`config.mk`:
```
export PLATFORM = sky130hd
export DESIGN_NAME = board_reset_ctrl
export DESIGN_NICKNAME = d
export VERILOG_FILES = /design/src/rtl/board_reset_ctrl_pkg.sv /design/src/rtl/board_reset_ctrl_debounce.sv /design/src/rtl/board_reset_ctrl.sv
export SDC_FILE = /design/constraint.sdc
export NUM_CORES = 1
export LEC_CHECK = 0
export BUFFER_PORTS_ARGS = -buffer_cell sky130_fd_sc_hd__buf_2
export CAP_MARGIN = 30
export CORE_AREA = 2 2 62 64
export DETAILED_ROUTE_END_ITERATION = 16
export DIE_AREA = 0 0 64 66
export PLACE_DENSITY_LB_ADDON = 0.3
export SLEW_MARGIN = 20
export SYNTH_ARGS = -nofsm -noshare
export SYNTH_HDL_FRONTEND = slang
export SYNTH_HIERARCHICAL = 1
export SYNTH_SLANG_ARGS = --single-unit
```
`constraint.sdc`:
```
create_clock -name clk -period 2.1 [get_ports clk]
set_input_delay 0.42 -clock clk [delete_from_list [all_inputs] [get_ports clk]]
set_output_delay 0.42 -clock clk [all_outputs]
set_load 0.03 [all_outputs]
```
`src/rtl/board_reset_ctrl_pkg.sv`:
```
// rtl/board_reset_ctrl_pkg.sv - shared FSM encoding and counter sizing for board_reset_ctrl
package board_reset_ctrl_pkg;

  typedef enum logic [1:0] {
    IDLE         = 2'd0,
    PULSE        = 2'd1,
    WAIT_RELEASE = 2'd2
  } rst_state_t;

  localparam int PRESS_CNT_W = 8;

  // A down/up counter that must hold the value n needs clog2(n)+1 bits.
  function automatic int cnt_width(input int n);
    return $clog2(n) + 1;
  endfunction

endpackage

```
`src/rtl/board_reset_ctrl_debounce.sv`:
```
// rtl/board_reset_ctrl_debounce.sv - two-flop synchroniser plus stability counter for an active-low button
module btn_debounce
  import board_reset_ctrl_pkg::*;
#(
  parameter int DEBOUNCE_CYCLES = 1000000
) (
  input  logic clk,
  input  logic rst_n,
  input  logic btn_n,
  output logic stable
);

  localparam int            CW       = cnt_width(DEBOUNCE_CYCLES);
  localparam logic [CW-1:0] CNT_LAST = CW'(DEBOUNCE_CYCLES - 1);

  logic          sync1;
  logic          sync2;
  logic [CW-1:0] cnt;

  always_ff @(posedge clk or negedge rst_n) begin
    if (!rst_n) begin
      sync1 <= 1'b1;
      sync2 <= 1'b1;
    end else begin
      sync1 <= btn_n;
      sync2 <= sync1;
    end
  end

  // Any return to the accepted level restarts the count, so only an
  // uninterrupted run of DEBOUNCE_CYCLES differing samples is accepted.
  always_ff @(posedge clk or negedge rst_n) begin
    if (!rst_n) begin
      stable <= 1'b1;
      cnt    <= '0;
    end else if (sync2 == stable) begin
      cnt <= '0;
    end else if (cnt == CNT_LAST) begin
      stable <= sync2;
      cnt    <= '0;
    end else begin
      cnt <= cnt + CW'(1);
    end
  end

endmodule

```
`src/rtl/board_reset_ctrl.sv`:
```
// rtl/board_reset_ctrl.sv - debounced board reset button to fixed-width SoC reset request pulse
module board_reset_ctrl
  import board_reset_ctrl_pkg::*;
#(
  parameter int DEBOUNCE_CYCLES = 1000000,
  parameter int PULSE_CYCLES    = 16,
  parameter bit POR_EN          = 1'b1
) (
  input  logic                   clk,
  input  logic                   rst_n,
  input  logic                   btn_n,
  output logic                   rst_req,
  output logic                   btn_pressed,
  output logic                   busy,
  output logic [PRESS_CNT_W-1:0] press_count
);

  localparam int            PW         = cnt_width(PULSE_CYCLES);
  localparam logic [PW-1:0] PULSE_LAST = PW'(PULSE_CYCLES - 1);

  rst_state_t    state;
  rst_state_t    state_d;
  logic [PW-1:0] pcnt;
  logic [PW-1:0] pcnt_d;
  logic          stable;
  logic          stable_q;
  logic          press_evt;
  logic          por_pending;
  logic          cnt_inc;

  btn_debounce #(
    .DEBOUNCE_CYCLES(DEBOUNCE_CYCLES)
  ) u_debounce (
    .clk   (clk),
    .rst_n (rst_n),
    .btn_n (btn_n),
    .stable(stable)
  );

  assign btn_pressed = ~stable;
  assign press_evt   = stable_q & ~stable;

  always_comb begin
    state_d = state;
    pcnt_d  = pcnt;
    cnt_inc = 1'b0;
    case (state)
      IDLE: begin
        if (POR_EN && por_pending) begin
          state_d = PULSE;
          pcnt_d  = PULSE_LAST;
        end else if (press_evt) begin
          state_d = PULSE;
          pcnt_d  = PULSE_LAST;
          cnt_inc = 1'b1;
        end
      end
      PULSE: begin
        if (pcnt == '0) begin
          state_d = stable ? IDLE : WAIT_RELEASE;
        end else begin
          pcnt_d = pcnt - PW'(1);
        end
      end
      WAIT_RELEASE: begin
        if (stable) begin
          state_d = IDLE;
        end
      end
      default: state_d = IDLE;
    endcase
  end

  // rst_req and busy are decoded from the next state so both come straight off flops.
  always_ff @(posedge clk or negedge rst_n) begin
    if (!rst_n) begin
      state       <= IDLE;
      pcnt        <= '0;
      rst_req     <= 1'b0;
      busy        <= 1'b0;
      press_count <= '0;
      stable_q    <= 1'b1;
      por_pending <= 1'b1;
    end else begin
      state       <= state_d;
      pcnt        <= pcnt_d;
      rst_req     <= (state_d == PULSE);
      busy        <= (state_d != IDLE);
      stable_q    <= stable;
      por_pending <= 1'b0;
      if (cnt_inc) begin
        press_count <= press_count + PRESS_CNT_W'(1);
      end
    end
  end

endmodule

```
==> parameters.txt, run 1 <==
Parameter                              Value

Outcome
  Run status ... complete, no violations

Yosys
  Most used DFF post-synth ... dfrtp_1
  Post-synth design cell area ... 2000 um2
  Number of nets in the synthesized netlist ... 192
  Flip-flop and latch count after synthesis ... 43
  Unique cell type count in the Yosys netlist ... 41
  Largest cells by area after synthesis ... dfrtp_1 48%, dfstp_2 6.6%, xnor2_1 3.9%
  Part of the Yosys area used for sequential elements ... 0.541
  Number of standard cells after synthesis ... 186
  Leading cell type by number of instances after synthesis ... dfrtp_1
  Async set or reset register ratio after synthesis ... 1.00
  EDFF count, synth ... 0
  Commonest cells in the netlist ... 38 x dfrtp_1, 16 x nor2_1, 11 x a21oi_1, 10 x nand3_1
  Synth area leader ... dfrtp_1
  Total of warnings raised by yosys ... 6
  Mean instance size in the synthesized netlist ... 10.8 um2
  Top cell type's share of synthesized area ... 0.475

Critical path
  Largest stage delay on the critical path ... 530 ps
  CP endpoint kind ... register
  Worst Path Max Fanout ... 10
  Worst endpoint data arrival time ... 2120 ps
  CP max stage cell ... dfrtp_1
  Cell breakdown of the critical path ... nand3_1 > or3_1 > or4_1 > a21oi_1
  Critical path required time ... 2380 ps
  Crit path launch type ... register
  Startpoint-to-endpoint class of the critical path ... reg -> reg
  Cell family with most CP delay ... simple AND/OR/NAND/NOR gates
  Number of buffer and inverter stages on the critical path ... 0

Die
  CORE AREA ... 3550 um2
  Starting density of the core ... 0.564
  Io pins ... 14
  Row count ... 22
  Die X ... 64 um
  Die area ... 4220 um2
  Die boundary height ... 66 um

Timing
  Max-slew violation count ... 0
  Final hold violation count ... 0
  Setup repair after global routing missed its margin ... false
  Worst max-slew margin expressed relative to the limit ... 0.636
  Worst slack on hold paths ... 120 ps
  Post-Route Setup TNS ... 0 ps
  Layout Skew ... 11.6 ps
  Clock period minus final worst setup slack ... 1840 ps
  Count of endpoints failing setup in the final report ... 0
  Actual slew at the worst max-slew pin ... 541 ps
  Part of the cycle the worst path needs ... 0.878
  Max Fclk ... 542 MHz

Clocking
  Root buffer cell ... clkbuf_4
  Maximum level of the CTS H-tree ... 2
  Clk buf depth ... 2
  Post-CTS Hold Fix Bufs ... 0
  TritonCTS clock tree ... yes
  Resized cells post-CTS ... 0
  CTS Buf Count ... 5
  Worst-Skew Late Latency ... 350 ps
  CTS clk-pin slew, worst paths ... 130 ps
  # clock sinks ... 43
  Buffers inserted during post-CTS setup optimization ... 0

Route
  Via density per instance ... 5.66
  Violation count after the first detailed-routing iteration ... 122
  DRC viols ... 0
  Wire length reported by the detailed router ... 3480 um
  Number of iterations in the first detailed-routing pass ... 5
  Final antenna-violating net count ... 0
  Total via count in the routed design ... 1410
  Routed wirelength normalized by instance count ... 14.0 um

Power
  Standby leakage power ... 0.000951 uW
  Power density relative to cell area ... 800 nW/um2
  Peak supply drop ... 0.604 mV

GRT
  First-pass GRT wire length ... 5970 um
  Via count of the first global-routing pass ... 1388
  Number of antenna violations at the first check in global routing ... 0
  Overflow after GRT ... 0
  Global-route usage over all layers ... 0.183
  Largest net degree at the start of global routing ... 44

Layout
  Number of diodes added for antenna fixing ... 0
  Post-synthesis to final-layout area growth ... 8.31%
  Net count reported at finish ... 206
  Ratio of cells with drive above 1 in the final layout ... 0.169
  Fill cell count ... 293

Placed design
  Final weighted congestion of routability-driven global placement ... 0.916
  Detailed placement HPWL ... 2450 um
  Number of buffer cells added on primary ports ... 13

Run
  Max-cap violations ... 0

Hold path
  Kind of path behind the tightest hold check ... in -> async
==> state kept, by name, indices dropped and copies added, names as in the netlist <==
register	cells
rst_req	1
press_count	8
u_debounce/sync2	1
pcnt	5
u_debounce/cnt	21
u_debounce/sync1	1
u_debounce/stable	1
state	2
por_pending	1
busy	1
stable_q	1
==> final cells by class <==
type,instances,area (um2),share of cell area
clock buffer,7,65.1,0.0300
clock inverter,1,7.51,0.00346
inverter,5,18.8,0.00866
multi-input combinational,130,855,0.394
sequential,43,1080,0.499
tap,48,60.1,0.0277
timing repair buffer,15,80.1,0.0369
==> cell usage in the layout, fill, tap and decap left out, types with 2 or more instances in the layout <==
master,synthesis,final
a211oi_1,2,2
a21oi_1,11,11
a31oi_1,2,2
and2_1,4,4
and3_1,5,5
buf_2,4,13
buf_4,1,2
clkbuf_4,0,5
clkbuf_8,0,2
dfrtp_1,38,38
dfstp_2,5,5
ha_1,3,3
inv_1,5,5
nand2_1,9,9
nand3_1,10,10
nand4_1,8,8
nor2_1,16,16
nor2b_1,2,2
nor3_1,3,3
o21ai_0,5,5
o31ai_1,5,5
or3_1,5,5
or4_1,6,6
xnor2_1,9,9
xor2_1,9,9
==> path summary, 6_finish.rpt <==
path	from	to	slack, ps	cells past startpoint
worst max-delay path	u_debounce/cnt[6]$_DFF_PN0_	u_debounce/cnt[17]$_DFF_PN0_	260	4
worst min-delay path	rst_n	u_debounce/cnt[19]$_DFF_PN0_	120	2
worst max register to register	u_debounce/cnt[6]$_DFF_PN0_	u_debounce/cnt[17]$_DFF_PN0_	260	4
worst min register to register	u_debounce/sync1$_DFF_PN1_	u_debounce/sync2$_DFF_PN1_	370	0
max in group asynchronous	rst_n	stable_q$_DFF_PN1_	1600	2
min in group clk	btn_n	u_debounce/sync1$_DFF_PN1_	160	1
==> cells by family after synthesis <==
family | synth area share
and+or+nand+nor | 0.225
DFF | 0.541
AOI/OAI and AO/OA | 0.0912
xor gates and xnor gates | 0.0788
buffers and inverters | 0.0325
adders and majority gates | 0.0188
muxes | 0.0112
other | 0.00187
==> power by group <==
group          internal [uW]  leakage (uW)  switching, uW
clock network            196     0.0000375            254
registers                905      0.000556           63.2
logic                    136      0.000357            181
total                   1240      0.000951            498
==> per-stage QoR <==
| step | utilization | power [uW] | setup slack, ps | cells | area [um2] |
|---|---|---|---|---|---|
| global placement | 0.590 | 1280 | 385 | 241 | 2100 |
| floorplan | - | 1240 | 420 | 186 | 2000 |
| CTS | 0.611 | 1760 | 254 | 249 | 2170 |
| finish | 0.611 | 1740 | 255 | 249 | 2170 |
| detailed placement | 0.590 | 1300 | 281 | 241 | 2100 |
| global route | 0.611 | 1840 | 130 | 249 | 2170 |
==> metal layers <==
layer / track usage / up-vias / wire length, um
li1: - / 688 / -
met1: 0.226 / 685 / 1570
met2: 0.299 / 30 / 1720
met3: 0.0426 / 7 / 123
met4: 0.0924 / 0 / 63
met5: 0 / - / 0
==> worst register-to-register path, stage by stage (launching register included) <==
cell and delay [ps]:
dfrtp_1 530, nand3_1 100, or3_1 480, or4_1 510, a21oi_1 160
Note: power is estimated with default switching activity, not from simulation.
==> run 2: changes to the inputs <==
--- a/config.mk
+++ b/config.mk
@@ -5,7 +5,7 @@
 export SDC_FILE = /design/constraint.sdc
 export NUM_CORES = 1
 export LEC_CHECK = 0
-export BUFFER_PORTS_ARGS = -buffer_cell sky130_fd_sc_hd__buf_2
+export BUFFER_PORTS_ARGS = -buffer_cell sky130_fd_sc_hd__buf_4
 export CAP_MARGIN = 30
 export CORE_AREA = 2 2 62 64
 export DETAILED_ROUTE_END_ITERATION = 16
==> run 2 against run 1 <==
Sequential share of layout area is 0.14 points lower; combinational power is 3% higher; global-route usage is 0.92 points higher; total power is 2.5% lower; sequential power hardly changed; final area is 0.29% higher; first-iteration DRC count is 4.9% lower; core utilization is 0.18 points higher.
==> parameters.txt, run 2 (synthesis results as in run 1) <==
Parameter                              Value

GRT
  First-pass GRT wire length ... 6180 um (+3.5%)
  Global-route usage over all layers ... 0.192 (+0.00917)
  Number of antenna violations at the first check in global routing ... 0 (unchanged)
  Via count of the first global-routing pass ... 1414 (+1.9%)
  Largest net degree at the start of global routing ... 44 (unchanged)
  Overflow after GRT ... 0 (unchanged)

Layout
  Non-filler cells, final ... 248 (-0.40%)
  Number of diodes added for antenna fixing ... 0 (unchanged)
  Post-route cell area ... 2170 um2 (+0.29%)
  Largest register by flop count ... u_debounce/cnt
  Net count reported at finish ... 205 (-0.49%)
  Post-synthesis to final-layout area growth ... 8.63%
  Commonest non-fill, non-tap cell in the layout ... dfrtp_1
  Flip-flop count of the largest register, all copies and words added ... 21 (unchanged)
  Most frequent cells in the layout ... 38 x dfrtp_1, 16 x nor2_1, 14 x buf_4
  Ratio of cells with drive above 1 in the final layout ... 0.160 (-0.00915)
  Largest regs ... u_debounce/cnt (21), press_count (8), pcnt (5)

Placed design
  Post-DP Area ... 2120 um2 (+1.2%)
  Final weighted congestion of routability-driven global placement ... 0.884 (-3.5%)
  Number of buffer cells added on primary ports ... 13 (unchanged)
  Minimum setup slack after placement ... 301 ps (+20.6 ps)
  Total instance count after detailed placement ... 240 (-0.41%)
  Detailed placement HPWL ... 2520 um (+3.2%)

Die
  CORE AREA ... 3550 um2 (unchanged)
  Die boundary height ... 66 um (unchanged)
  Row count ... 22 (unchanged)
  Die X ... 64 um (unchanged)
  Io pins ... 14 (unchanged)
  Starting density of the core ... 0.564 (unchanged)
  Die area ... 4220 um2 (unchanged)

Route
  Violation count after the first detailed-routing iteration ... 116 (-4.9%)
  Number of iterations in the first detailed-routing pass ... 4 (-1)
  Total via count in the routed design ... 1463 (+3.8%)
  DRC viols ... 0 (unchanged)
  Wire length reported by the detailed router ... 3560 um (+2.3%)
  Routed wirelength normalized by instance count ... 14.3 um (+2.7%)
  Via density per instance ... 5.90 (+4.2%)
  Final antenna-violating net count ... 0 (unchanged)

Timing
  Clock period minus final worst setup slack ... 1830 ps (-11.7 ps)
  Min setup slack post-route ... 267 ps (+11.7 ps)
  Worst max-slew margin expressed relative to the limit ... 0.638 (+0.00278)
  Actual slew at the worst max-slew pin ... 537 ps (-4.12 ps)
  Max-slew violation count ... 0 (unchanged)
  Layout Skew ... 6.93 ps (-4.67 ps)
  Setup repair after global routing missed its margin ... false
  Count of endpoints failing setup in the final report ... 0 (unchanged)
  Max Fclk ... 546 MHz (+0.64%)
  Post-Route Setup TNS ... 0 ps (unchanged)
  Part of the cycle the worst path needs ... 0.873 (-0.00558)
  Final hold violation count ... 0 (unchanged)

Clocking
  Maximum level of the CTS H-tree ... 2 (unchanged)
  # clock sinks ... 43 (unchanged)
  Buffers inserted during post-CTS setup optimization ... 0 (unchanged)
  CTS clk-pin slew, worst paths ... 120 ps (about the same)
  TritonCTS clock tree ... yes
  Post-CTS Hold Fix Bufs ... 0 (unchanged)
  CTS Buf Count ... 5 (unchanged)
  Root buffer cell ... clkbuf_4
  Worst-Skew Late Latency ... 360 ps (about the same)
  Clk buf depth ... 2 (unchanged)
  Resized cells post-CTS ... 0 (unchanged)

Critical path
  Worst reg2reg path startpoint ... u_debounce/cnt[6]$_DFF_PN0_
  Setup slack of the most critical reg-to-reg path ... 270 ps (about the same)
  Startpoint-to-endpoint class of the critical path ... reg -> reg
  Crit path launch type ... register
  Worst reg2reg path endpoint ... u_debounce/cnt[17]$_DFF_PN0_
  Critical path required time ... 2390 ps (about the same)
  CP endpoint kind ... register
  Worst endpoint data arrival time ... 2130 ps (about the same)
  First element of the critical path ... u_debounce/cnt[6]$_DFF_PN0_
  Worst Path Max Fanout ... 10 (unchanged)
  Length in cells of the worst reg-to-reg path ... 4 (unchanged)
  Endpoint of the most critical setup path ... u_debounce/cnt[17]$_DFF_PN0_

Hold path
  Kind of path behind the tightest hold check ... in -> async

Outcome
  Run status ... complete, no violations

Power
  Peak supply drop ... 0.717 mV (+19%)
  Standby leakage power ... 0.000942 uW (-0.91%)
  Power density relative to cell area ... 778 nW/um2 (-2.8%)

Run
  Max-cap violations ... 0 (unchanged)
==> run 2: cell count changes in the layout (fill, tap and decap cells not counted) <==
cell      delta
clkbuf_1     +1
clkbuf_8     -2
buf_4       +12
buf_2       -13
clkinv_2     +1
==> run 2: worst min path at each step <==
stage / start / endpoint
2_1_floorplan: rst_n / busy$_DFF_PN0_
6_report: rst_n / press_count[7]$_DFFE_PN0P_
5_1_grt: rst_n / press_count[0]$_DFFE_PN0P_
3_5_place_dp: u_debounce/sync1$_DFF_PN1_ / u_debounce/sync2$_DFF_PN1_
4_1_cts: rst_n / press_count[7]$_DFFE_PN0P_
3_3_place_gp: u_debounce/sync1$_DFF_PN1_ / u_debounce/sync2$_DFF_PN1_
==> run 2: per-layer routing <==
layer  vias to the layer above  wire, um  track usage  part of all wire
li1                        686         -            -                 -
met4                         0        80       0.0897             0.022
met1                       724      1540        0.221              0.43
met2                        42      1760        0.329              0.50
met3                        11       174       0.0545             0.049
met5                         -         0            0                 0
==> run 2: where the power goes <==
group	switching [uW]	internal, uW
Sequential	66.9	906
Clock	264	129
Combinational	181	145
Total	512	1180
==> run 2: final cells by class <==
type / instances / area (um2)
clock buffers: 6 / 41.3
repair buffers: 14 / 105
flip-flops and latches: 43 / 1080
well taps: 48 / 60.1
fillers: 298 / 1380
multi-input cells: 130 / 855
inverters: 5 / 18.8
clock inverters: 2 / 12.5
==> run 2: metrics by stage <==
step | hold slack [ps] | power, uW | utilization
after detailed placement | 347 | 1310 | 0.597
after global placement | 346 | 1290 | 0.597
after CTS | 25.5 | 1710 | 0.612
final | 17.0 | 1690 | 0.612
after floorplan | 124 | 1240 | -
after global routing | 46.3 | 1790 | 0.612
==> run 2: worst max-delay path, stage by stage, from the launching register on <==
cell	delay [ps]
dfrtp_1	510
nand3_1	100
or3_1	490
or4_1	510
a21oi_1	160
==> run 3: changes to the inputs <==
--- a/config.mk
+++ b/config.mk
@@ -7,10 +7,12 @@
 export LEC_CHECK = 0
 export BUFFER_PORTS_ARGS = -buffer_cell sky130_fd_sc_hd__buf_4
 export CAP_MARGIN = 30
-export CORE_AREA = 2 2 62 64
+export CORE_AREA = 2 2 60 62
+export CTS_BUF_LIST = sky130_fd_sc_hd__clkbuf_8
 export DETAILED_ROUTE_END_ITERATION = 16
-export DIE_AREA = 0 0 64 66
+export DIE_AREA = 0 0 62 64
 export PLACE_DENSITY_LB_ADDON = 0.3
+export SKIP_CTS_REPAIR_TIMING = 1
 export SLEW_MARGIN = 20
 export SYNTH_ARGS = -nofsm -noshare
 export SYNTH_HDL_FRONTEND = slang
==> run 3 against run 2 <==
Hold slack gained 82 ps; non-clock buffer count stayed put; clock skew decreased by 0.64 ps; final cell count is 0.81% lower; critical path type unchanged; critical endpoint is now u_debounce/cnt[19]$_DFF_PN0_; largest cell class unchanged; highest routed layer unchanged.
==> parameters.txt, run 3 (synthesis results as in run 1) <==
Parameter                              Value

Clocking
  Maximum level of the CTS H-tree ... 2 (unchanged)
  TritonCTS clock tree ... yes
  # clock sinks ... 43 (unchanged)
  Worst-Skew Late Latency ... 290 ps (-70 ps)
  Clk buf depth ... 2 (unchanged)
  CTS clk-pin slew, worst paths ... 80 ps (-40 ps)
  Root buffer cell ... clkbuf_8
  CTS Buf Count ... 5 (unchanged)

Route
  Via density per instance ... 5.66 (-4.0%)
  Met3 routed wirelength ... 129 um (-26%)
  DRC viols ... 0 (unchanged)
  Met1 Wirelength ... 1500 um (-2.5%)
  Final antenna-violating net count ... 0 (unchanged)
  Wire length reported by the detailed router ... 3440 um (-3.4%)
  Total via count in the routed design ... 1393 (-4.8%)
  Number of iterations in the first detailed-routing pass ... 4 (unchanged)
  Wire length on met2 ... 1760 um (-0.34%)
  Violation count after the first detailed-routing iteration ... 126 (+8.6%)
  Highest metal layer used by the detailed router ... met4
  Routed wirelength normalized by instance count ... 14.0 um (-2.6%)

Timing
  Min setup slack post-route ... 304 ps (+36.7 ps)
  Max-slew violation count ... 0 (unchanged)
  Max Fclk ... 557 MHz (+2.0%)
  Actual slew at the worst max-slew pin ... 516 ps (-20.4 ps)
  Setup repair after global routing missed its margin ... false
  Final hold violation count ... 0 (unchanged)
  Part of the cycle the worst path needs ... 0.855 (-0.0175)
  Clock period minus final worst setup slack ... 1800 ps (-36.7 ps)
  Post-Route Setup TNS ... 0 ps (unchanged)
  Layout Skew ... 6.30 ps (-0.638 ps)
  Worst max-slew margin expressed relative to the limit ... 0.656 (+0.0174)
  Worst slack on hold paths ... 99.1 ps (+82.1 ps)
  Count of endpoints failing setup in the final report ... 0 (unchanged)

Placed design
  Detailed placement HPWL ... 2510 um (-0.63%)
  Minimum setup slack after placement ... 327 ps (+25.9 ps)
  Number of buffer cells added on primary ports ... 13 (unchanged)
  Final weighted congestion of routability-driven global placement ... 0.886 (+0.22%)

Layout
  Largest regs ... u_debounce/cnt (21), press_count (8), pcnt (5)
  Storage element area ... 1080 um2 (unchanged)
  Net count reported at finish ... 205 (unchanged)
  Area used by multi-input combinational logic ... 855 um2 (unchanged)
  Commonest non-fill, non-tap cell in the layout ... dfrtp_1
  Most frequent cells in the layout ... 38 x dfrtp_1, 16 x nor2_1, 14 x buf_4
  Flip-flop count of the largest register, all copies and words added ... 21 (unchanged)
  Number of diodes added for antenna fixing ... 0 (unchanged)
  Ratio of cells with drive above 1 in the final layout ... 0.160 (unchanged)
  Largest register by flop count ... u_debounce/cnt
  Fill cell count ... 262 (-12%)
  Post-synthesis to final-layout area growth ... 10.1%

Die
  Starting density of the core ... 0.610 (+0.0457)
  Die boundary height ... 64 um (-3.0%)
  Row count ... 21 (-4.5%)
  Die area ... 3970 um2 (-6.1%)
  Io pins ... 14 (unchanged)
  CORE AREA ... 3280 um2 (-7.5%)
  Die X ... 62 um (-3.1%)

Power
  Power density relative to cell area ... 812 nW/um2 (+4.4%)
  Standby leakage power ... 0.000959 uW (+1.8%)
  Peak supply drop ... 0.533 mV (-26%)

Critical path
  First element of the critical path ... u_debounce/cnt[6]$_DFF_PN0_
  Crit path launch type ... register
  Startpoint-to-endpoint class of the critical path ... reg -> reg
  Critical path required time ... 2320 ps (-70 ps)
  CP endpoint kind ... register
  Worst endpoint data arrival time ... 2010 ps (-120 ps)
  Worst Path Max Fanout ... 10 (unchanged)
  Worst reg2reg path startpoint ... u_debounce/cnt[6]$_DFF_PN0_

Hold path
  Kind of path behind the tightest hold check ... in -> async

GRT
  Number of antenna violations at the first check in global routing ... 0 (unchanged)
  First-pass GRT wire length ... 6110 um (-1.1%)
  Global-route usage over all layers ... 0.205 (+0.0133)
  Overflow after GRT ... 0 (unchanged)
  Largest net degree at the start of global routing ... 44 (unchanged)
  Via count of the first global-routing pass ... 1448 (+2.4%)

Run
  Max-cap violations ... 0 (unchanged)

Outcome
  Run status ... complete, no violations
[run 3: changes by cell type in the layout (fill, tap and decap cells not counted)]
cell,delta
clkbuf_8,+5
clkbuf_1,-1
inv_1,+1
clkbuf_4,-5
[run 3: metal layers]
| metal | global-route usage | vias up |
|---|---|---|
| met2 | 0.328 | 26 |
| met1 | 0.259 | 679 |
| met4 | 0.0691 | 0 |
| li1 | - | 683 |
| met5 | 0 | - |
| met3 | 0.0628 | 5 |
[run 3: where the power goes]
part / internal [uW] / switching, uW / leakage [uW]
Clock: 227 / 264 / 0.0000453
Sequential: 906 / 68.0 / 0.000556
Combinational: 143 / 181 / 0.000358
Total: 1280 / 513 / 0.000959
[run 3: final cells by class]
| type | instances | share of cell area |
|---|---|---|
| tap | 46 | 0.0261 |
| inverter | 5 | 0.00852 |
| clock buffer | 5 | 0.0312 |
| clock inverter | 3 | 0.00738 |
| timing repair buffer | 14 | 0.0477 |
| multi-input combinational | 130 | 0.388 |
| sequential | 43 | 0.491 |
[run 3: metrics by stage]
step	total power, uW	cells	cell area, um2	util
after floorplan	1240	186	2000	-
after global placement	1290	238	2120	0.645
after detailed placement	1320	238	2120	0.645
after CTS	1820	246	2200	0.671
after global routing	1900	246	2200	0.671
final	1790	246	2200	0.671
[run 3: worst paths after layout]
kind / to / slack, ps / cells after the start
max: u_debounce/cnt[19]$_DFF_PN0_ / 300 / 4
min: u_debounce/cnt[12]$_DFF_PN0_ / 100 / 1
max reg2reg: u_debounce/cnt[19]$_DFF_PN0_ / 300 / 4
min reg2reg: u_debounce/sync2$_DFF_PN1_ / 360 / 0
max in group asynchronous: u_debounce/sync1$_DFF_PN1_ / 1630 / 1
min in group clk: u_debounce/sync1$_DFF_PN1_ / 230 / 1
[run 3: worst max-delay path, stage by stage (launching register included)]
cell	delay (ps)
dfrtp_1	500
nand3_1	100
or3_1	480
or4_1	500
a21oi_1	150
